## config.mk

```make
export PLATFORM = sky130hd
export DESIGN_NAME = spwm_dds_source
export DESIGN_NICKNAME = d
export VERILOG_FILES = /design/src/rtl/spwm_pkg.sv /design/src/rtl/sine_qrom.sv /design/src/rtl/spwm_dds_source.sv
export SDC_FILE = /design/constraint.sdc
export NUM_CORES = 1
export LEC_CHECK = 0
export BUFFER_PORTS_ARGS = -buffer_cell sky130_fd_sc_hd__buf_4
export CAP_MARGIN = 15
export CORE_MARGIN = 3
export CORE_UTILIZATION = 40
export CTS_BUF_LIST = sky130_fd_sc_hd__clkbuf_8
export DETAILED_ROUTE_END_ITERATION = 12
export PLACE_DENSITY = 0.51
export SETUP_SLACK_MARGIN = 0.5
export SLEW_MARGIN = 20
export SYNTH_ARGS = -nofsm -noshare
export SYNTH_HDL_FRONTEND = slang
export SYNTH_SLANG_ARGS = --single-unit
```

## constraint.sdc

```tcl
create_clock -name clk -period 14.4 [get_ports clk]
set_input_delay 1.44 -clock clk [delete_from_list [all_inputs] [get_ports clk]]
set_output_delay 1.44 -clock clk [all_outputs]
set_load 0.005 [all_outputs]
```

## src/rtl/spwm_pkg.sv

```systemverilog
// Shared types, sizes and constants for the SPWM DDS sample source.
// SPWM_DDS_DITHER_EN selects LFSR phase dither in spwm_dds_source.
package spwm_pkg;

    typedef enum logic [1:0] {
        IDLE,
        FILL,
        READY
    } state_e;

    localparam int DEF_PHASE_W = 32;
    localparam int DEF_LUT_AW  = 8;
    localparam int DEF_OUT_W   = 16;

    localparam logic [15:0] Q15_ONE   = 16'h8000;
    localparam logic [15:0] LFSR_TAPS = 16'hB400;
    localparam logic [15:0] LFSR_SEED = 16'hACE1;

    function automatic int unsigned mid_of(input int w);
        return 32'd1 << (w - 1);
    endfunction

    // Rounded quarter-wave entry, sampled at the bin centre.
    function automatic int sine_entry(input int k, input int aw, input int dw);
        real x;
        real term;
        real acc;
        x    = 1.5707963267948966 * ($itor(k) + 0.5) / $itor(32'sd1 << aw);
        term = x;
        acc  = x;
        for (int n = 1; n < 10; n++) begin
            term = -term * x * x / $itor((2 * n) * (2 * n + 1));
            acc  = acc + term;
        end
        return $rtoi($itor((32'sd1 << dw) - 1) * acc + 0.5);
    endfunction

endpackage

```

## src/rtl/sine_qrom.sv

```systemverilog
// Quarter-wave sine ROM with registered read port.
// Contents are computed at elaboration from spwm_pkg::sine_entry.
module sine_qrom
    import spwm_pkg::*;
#(
    parameter int AW = DEF_LUT_AW,
    parameter int DW = DEF_OUT_W - 1
) (
    input  logic          clk,
    input  logic          rd_en_i,
    input  logic [AW-1:0] addr_i,
    output logic [DW-1:0] data_o
);

    logic [DW-1:0] tbl [2**AW];
    logic [DW-1:0] data_q;

    for (genvar k = 0; k < 2**AW; k++) begin : g_rom
        localparam logic [DW-1:0] V = DW'(sine_entry(k, AW, DW));
        assign tbl[k] = V;
    end

    always_ff @(posedge clk) begin
        if (rd_en_i) begin
            data_q <= tbl[addr_i];
        end
    end

    assign data_o = data_q;

endmodule

```

## src/rtl/spwm_dds_source.sv

```systemverilog
// DDS sine sample source feeding the SPWM modulator, one sample per grant.
// Define SPWM_DDS_DITHER_EN to add LFSR dither below the ROM address bits.
module spwm_dds_source
    import spwm_pkg::*;
#(
    parameter int PHASE_W = DEF_PHASE_W,
    parameter int LUT_AW  = DEF_LUT_AW,
    parameter int OUT_W   = DEF_OUT_W
) (
    input  logic               clk,
    input  logic               rst,
    input  logic               en,
    input  logic [PHASE_W-1:0] ftw_in,
    input  logic               ftw_load,
    input  logic [15:0]        amp,
    input  logic               grant,
    input  logic               clear_err,
    output logic [OUT_W-1:0]   sample,
    output logic               sample_upd,
    output logic               underrun
);

    localparam logic [OUT_W-1:0] MID = OUT_W'(mid_of(OUT_W));
    localparam int PW = OUT_W + 17;
    localparam int FW = PHASE_W - 2 - LUT_AW;

    state_e               state_q, state_d;
    logic [1:0]           cnt_q;
    logic                 f1, f2, f3, accept;
    logic [PHASE_W-1:0]   phase_q, ftw_q, ph_f1;
    logic [LUT_AW-1:0]    addr_q;
    logic                 neg1_q, neg2_q;
    logic [OUT_W-2:0]     rom_data;
    logic [OUT_W-1:0]     nxt_q, nxt_d, sample_q;
    logic                 upd_q, unr_q;
    logic [15:0]          amp_c;
    logic signed [PW-1:0] s_x, scaled;
    logic                 unused_bits;

    always_ff @(posedge clk) begin
        if (rst) begin
            state_q <= IDLE;
            cnt_q   <= 2'd0;
        end else begin
            state_q <= state_d;
            cnt_q   <= (state_q == FILL && state_d == FILL) ? cnt_q + 2'd1 : 2'd0;
        end
    end

    always_comb begin
        state_d = state_q;
        unique case (state_q)
            IDLE:    if (en) state_d = FILL;
            FILL:    if (f3) state_d = READY;
            READY:   if (accept) state_d = FILL;
            default: state_d = IDLE;
        endcase
        if (!en) state_d = IDLE;
    end

    always_comb begin
        f1     = 1'b0;
        f2     = 1'b0;
        f3     = 1'b0;
        accept = 1'b0;
        unique case (state_q)
            FILL: begin
                f1 = en && cnt_q == 2'd0;
                f2 = en && cnt_q == 2'd1;
                f3 = en && cnt_q == 2'd2;
            end
            READY:   accept = en && grant;
            default: ;
        endcase
    end

    // The advance uses the tuning word held before any same-cycle load.
    always_ff @(posedge clk) begin
        if (rst) begin
            phase_q <= '0;
            ftw_q   <= '0;
        end else begin
            if (accept) phase_q <= phase_q + ftw_q;
            if (ftw_load) ftw_q <= ftw_in;
        end
    end

`ifdef SPWM_DDS_DITHER_EN
    logic [15:0] lfsr_q;

    always_ff @(posedge clk) begin
        if (rst) begin
            lfsr_q <= LFSR_SEED;
        end else if (f1) begin
            lfsr_q <= {lfsr_q[14:0], ^(lfsr_q & LFSR_TAPS)};
        end
    end

    assign ph_f1 = {phase_q[PHASE_W-1 -: LUT_AW + 2],
                    phase_q[FW-1:0] + FW'(lfsr_q)};
`else
    assign ph_f1 = phase_q;
`endif

    always_ff @(posedge clk) begin
        if (rst) begin
            addr_q <= '0;
            neg1_q <= 1'b0;
            neg2_q <= 1'b0;
            nxt_q  <= MID;
        end else begin
            if (f1) begin
                addr_q <= ph_f1[PHASE_W-2] ? ~ph_f1[PHASE_W-3 -: LUT_AW]
                                           : ph_f1[PHASE_W-3 -: LUT_AW];
                neg1_q <= ph_f1[PHASE_W-1];
            end
            if (f2) neg2_q <= neg1_q;
            if (f3) nxt_q <= nxt_d;
        end
    end

    sine_qrom #(
        .AW (LUT_AW),
        .DW (OUT_W - 1)
    ) u_rom (
        .clk     (clk),
        .rd_en_i (f2),
        .addr_i  (addr_q),
        .data_o  (rom_data)
    );

    assign amp_c = (amp > Q15_ONE) ? Q15_ONE : amp;

    always_comb begin
        s_x = PW'($signed({1'b0, rom_data}));
        if (neg2_q) s_x = -s_x;
        scaled = (s_x * PW'($signed({1'b0, amp_c}))) >>> 15;
        nxt_d  = scaled[OUT_W-1:0] + MID;
    end

    // A set event outranks a same-cycle clear.
    always_ff @(posedge clk) begin
        if (rst) begin
            sample_q <= MID;
            upd_q    <= 1'b0;
            unr_q    <= 1'b0;
        end else begin
            upd_q <= accept;
            if (!en) begin
                sample_q <= MID;
            end else if (accept) begin
                sample_q <= nxt_q;
            end
            if (en && grant && !accept) begin
                unr_q <= 1'b1;
            end else if (clear_err) begin
                unr_q <= 1'b0;
            end
        end
    end

    assign unused_bits = ^{ph_f1[FW-1:0], scaled[PW-1:OUT_W]};

    assign sample     = sample_q;
    assign sample_upd = upd_q;
    assign underrun   = unr_q;

endmodule

```

; ---- Word level (Yosys, flattened, before mapping)
; Memories as Yosys holds them, arrays and structs flattened. A register that Yosys moved wholly into a read port is not among the register bits.
; Index checks and enable logic that the tools add are counted.
[word_totals]
reg_bits = 112
latch_bits = 0
mem_bits_rw = 0
rom_bits = 3840
in_bits = 54
output_inout_bits = 18
elab_cells = 52
n_memories = 1
[op_classes]
n_addsub = 4
n_mul = 1
div_mod_pow = 0
n_lt_le_gt_ge = 1
n_eq_ne = 5
shifts = 0
muxes = 13
bitwise = 4
reduce_logical = 12
[mem_list]
columns = memory, words, width, rd, rd_ports_with_merged_regs, wr, line
row1 = (no name shown), 256, 15, 1, 1, 0, sine_qrom.sv:25  ; data_q <= tbl[addr_i];
[op_table]
columns = cell, count
row1 = 33-bit by 17-bit multiplier with 31-bit output, 1
row2 = 33-bit two-way mux, 1
row3 = 15-bit negation with 33-bit output, 1
row4 = 32-bit adder, 1
row5 = 16-bit adder (second input constant), 1
row6 = 16-bit > comparator (second input constant), 1
row7 = 16-bit two-way mux, 1
row8 = 8-bit NOT with 9-bit output, 1
row9 = 8-bit two-way mux, 1
row10 = 8-bit NOT, 1
row11 = 2-bit by 1-bit == test with 1-bit output (second input constant), 3
row12 = 1-bit logical AND, 6
row13 = 1-bit two-way mux, 6
row14 = 2-bit two-way mux, 3
row15 = 2-bit one-hot mux with 3 select lines, 1
row16 = 2-bit == test (second input constant), 2
row17 = 2-bit logical NOT, 2
row18 = 2-bit OR reduction, 2
row19 = 2-bit by 1-bit adder with 2-bit output (second input constant), 1
row20 = 1-bit NOT, 2
row21 = 2-bit nonzero test, 1
row22 = 1-bit logical NOT, 1

; ---- Depth between registers and ports, before layout
[logic_depth]
ltp_word = 10
ltp_mapped = 32
depth_no_buf = 29

; ---- Cells and area by module
; Synthesis repeated with hierarchy kept, for this count alone.
[hier_totals]
hier_cells = 2677
hier_area_um2 = 21149.0
[modules_own_cells]
columns = mod, instances, cells_each, area_each_um2, seq_area_each_um2
row1 = spwm_dds_source, 1, 1971, 16558.4, 2242.2
row2 = sine_qrom, 1, 706, 4590.7, 450.4

; ---- Least setup slack after synthesis
; OpenSTA, ideal clock, no wires.
[synth_timing]
kind = input to register
start = input port amp[0]
end = register nxt_q[13]
setup_ns = 0.140
arrival_time_ns = 7.823
t_required_ns = 14.260
slack_ns = 6.437
cell_stages = 24
path_buffers = 2
path_cell_list = nor4_1 a41o_1 and2_1 clkbuf_1 clkbuf_1 nand2_1 fa_1 fa_1 inv_1 fa_1 fa_1 fa_1 inv_1 fa_1 inv_1 ha_1 and4_1 and4_1 and4_1 a32o_1 o311a_1 o31ai_1 mux2i_1 o311ai_0
[synth_between]
elab_chain_cells = 4
[synth_rtl]
columns = item, line
row1 = start: declaration, spwm_dds_source.sv:15  ; input logic [15:0] amp,
row2 = 16-bit > comparator, spwm_dds_source.sv:132  ; assign amp_c = (amp > Q15_ONE) ? Q15_ONE : amp;
row3 = 16-bit two-way mux *, spwm_dds_source.sv:132
row4 = 33-bit by 17-bit multiplier with 31-bit output *, spwm_dds_source.sv:137  ; scaled = (s_x * PW'($signed({1'b0, amp_c}))) >>> 15;
row5 = 16-bit adder *, spwm_dds_source.sv:138  ; nxt_d = scaled[OUT_W-1:0] + MID;
row6 = end signal: assignment, spwm_dds_source.sv:118  ; if (f3) nxt_q <= nxt_d;
row7 = end: declaration, spwm_dds_source.sv:34  ; logic [OUT_W-1:0] nxt_q, nxt_d, sample_q;
; Mark *: on every way between the ends. The rest lies on a longest branch, timed or not.
; A chain may end at the register's enable or synchronous reset.

; ---- Worst setup path in the final report
[layout_timing]
start = input port amp[15]
end = register nxt_q[13]
; Same word-level chain as after synthesis.

==> impl_results.md <==
* Status: finished clean
* WHS Endpoint: sample[14]
* Flop pwr share at 0.245
* Max Cap Viol at 0
* Setup crit end kind: flip-flop
* Clk pwr share at 0.194
* CTS Buf Count at 17
* Final ANT Viol Nets at 0
* CTS tree: done
* Netlist cell types at 74
* Syn Inst Count at 2755
* Clock Skew at 0.0182 ns
* Hold path start: nxt_q[14]
* R2r setup slk at 5.61 ns
* Hold crit path type: reg -> reg
* Vias per cell at 5.62
* Fillers at 5456
* Unrepaired setup endpoints after global routing: no
* Peak VDD IR at 0.0685 mV
* P_sw at 688 uW
* Worst path max stage delay at 0.65 ns
* Vias at 19.2k
* Critical Path AT at 9.30 ns
* Total Power Consumption at 1530 uW
* Finished Layout Cells at 3415
* Clock Sinks at 127
* WL final at 70900 um
* Post-DP HPWL at 54000 um
* Largest fanout on the critical path at 25
* Post-CTS Setup Bufs at 0
* Clock slew at reported path FFs at 0.08 ns
* Largest net degree at the start of global routing at 80
* Initial Util at 0.405
* Final Max Slew Viols at 0
* Number of synthesized flops with an enable pin at 15
* Clk root buf: clkbuf_8
* Core footprint at 52700 um^2
* Htree depth at 4
* Hold Vio Cnt, Final at 0
* Worst-Skew Late Latency at 0.48 ns
* Nature of the critical path startpoint: input port
* Share of synthesized registers carrying an async set or reset at 0
* Die H at 237 um
* Syn Area/Cell at 7.74 um^2
* Tot GR Track Use at 0.254
* Top cell type's share of synthesized area at 0.271
* Synthesized flop and latch total at 127
* Dpl cells at 3384
* R2R cell count at 25
* First-pass GRT wire length at 112000 um
* Buffers on Ports at 71
* Power per cell area at 66.9 nW/um^2
* Most common library cells after synthesis: inv_1, nand2_1, fa_1
* Longest Clk Path Bufs at 2
* Vias in the first global route at 19.7k
* Routed wire per std cell at 20.8 um
* Main flop type after synthesis: dfxtp_1
* Setup-failing EPs final at 0
* Cells on Worst Hold Path at 2
* Largest area contributor in the synthesized netlist: fa_1
* CTS Hold Bufs at 0
* Worst R2R Start: u_rom.data_o[0]
* Worst EP required at 14.72 ns
* Register area at 2700 um^2
* Delay-heaviest family, CP: adder cells
* Final instance area at 22800 um^2
* Top cell by count, worst path: fa_1
* Row count at 84
* TNS Setup at 0 ns
* Slew @ Worst Pin at 1.17 ns
* CTS resizes at 0
* Layout Area Growth over Synthesis at 6.89%
* Area of the die at 56100 um^2
* Int Power at 838 uW
* Worst slew margin at 0.213
* # DRC at 0
* Initial antenna violation count at 0
* Syn Nets at 3229
* Worst R2R End: nxt_q[13]
* DRT iter0 DRCs at 1594
* Share of cells above drive strength 1 at 0.0660
* Post-DP Area at 22400 um^2
* Cell area after synthesis at 21300 um^2
* Leak at 0.0103 uW
* Period minus WS final at 8.98 ns
* Drt first pass iters at 8
* Synth top area cells: fa_1, dfxtp_1, ha_1, inv_1, nand2_1
* # nets final at 3189
* Ys Warns at 0
* Comb pwr share at 0.562
* Num ports at 72
* Most common cell in the synthesized netlist: inv_1
* GPL Wtd Cong at 0.962
* WP buf/inv at 7
* Layout Utilization at 0.433
* Seq/Total Area, Yosys at 0.126
* Die X at 237 um
* F_max at 111 MHz
* Final worst path period share at 0.623
* Switching Share at 0.451
* GR Overflow Total at 0
* Multi-input gate area at 16400 um^2
* Master of the slowest instance on the critical path: clkinv_1
* Crit Path Category: in -> reg
## power groups by stage
stage	combinational, uW	clock (uW)	sequential [uW]
detailed placement	860	0	382
global placement	852	0	382
finish	857	295	374
global route	976	322	375
floorplan	622	0	378
CTS	867	310	374
## through the flow
stage	hold slack, ns	worst slack [ns]
finish	0.457	5.42
global route	0.471	5.10
floorplan	0.432	6.44
CTS	0.460	5.53
detailed placement	0.450	4.99
global placement	0.443	5.24
## routing by layer
layer  global-route usage  up-vias  wire (um)
met1                0.327     9470      29100
met4               0.0990        0       2850
met3               0.0299      140       4090
met2                0.435      699      34900
met5                    0        -          0
li1                     -     8893          -
## final cells by class
class                           count  share of cell area
Sequential cell                   127               0.119
Clock inverter                     12             0.00477
Antenna cell                        1            0.000110
Timing Repair Buffer              114              0.0375
Multi-Input combinational cell   2035               0.721
Tap cell                          688              0.0378
Inverter                          420              0.0691
Clock buffer                       18              0.0109
## worst register-to-register path, stage by stage, from the launching register on
cell and delay [ns]:
edfxtp_1 0.71, inv_2 0.26, ha_1 0.28, nand2b_1 0.12, or3_1 0.38, o21ai_0 0.23, xnor2_2 0.94, nand2_1 0.19
fa_1 0.54, fa_1 0.46, fa_1 0.57, inv_1 0.07, fa_1 0.49, fa_1 0.49, inv_1 0.05, fa_1 0.47
inv_1 0.04, ha_1 0.34, a21oi_1 0.15, o21ai_0 0.11, a221o_1 0.38, a32o_1 0.32, o311a_1 0.34, o31ai_1 0.30
mux2i_1 0.23, o311ai_0 0.18
## placed cells by master, fill, tap and decap left out, types with 7 or more instances in the layout
cell type / n
a211o_1: 7
a211oi_1: 42
a21o_1: 23
a21oi_1: 180
a221oi_1: 8
a311oi_1: 8
a31oi_1: 24
and2_1: 29
and3_1: 12
buf_4: 114
clkbuf_8: 18
dfxtp_1: 108
edfxtp_1: 15
fa_1: 289
ha_1: 131
inv_1: 417
mux2i_1: 40
mux4_2: 9
nand2_1: 386
nand2b_1: 29
nand3_1: 42
nand3b_1: 12
nor2_1: 277
nor2b_1: 44
nor3_1: 44
nor4_1: 7
o211ai_1: 24
o21a_1: 17
o21ai_0: 114
o221ai_1: 8
o22ai_1: 8
o311ai_0: 11
o31ai_1: 18
or2_2: 9
or3_1: 11
xnor2_1: 51
xor2_1: 26
## sequential cells by signal (all words and copies together) (netlist names)
register      cells
addr_q            8
cnt_q             2
ftw_q            32
neg1_q            1
neg2_q            1
nxt_q            16
ph_f1            32
sample           16
sample_upd        1
state_q           2
u_rom.data_o     15
underrun          1
## how the worst max path moves through the flow
stage / start / to / slack (ns) / cells after the start
final: amp[15] / nxt_q[13] / 5.42 / 25
after global routing: amp[15] / nxt_q[13] / 5.10 / 25
after CTS: amp[15] / nxt_q[4] / 5.53 / 24
after detailed placement: amp[15] / nxt_q[4] / 4.99 / 24
after global placement: amp[15] / nxt_q[4] / 5.24 / 24
after floorplan: amp[0] / nxt_q[13] / 6.44 / 24
## cells by family after synthesis
kind of cell / synth area share
flops: 0.126
simple gates: 0.194
mux: 0.0293
compound gates: 0.163
fa+ha+maj: 0.348
buf+inv: 0.105
xor+xnor: 0.0350
Power figures use the tool's default switching activity.
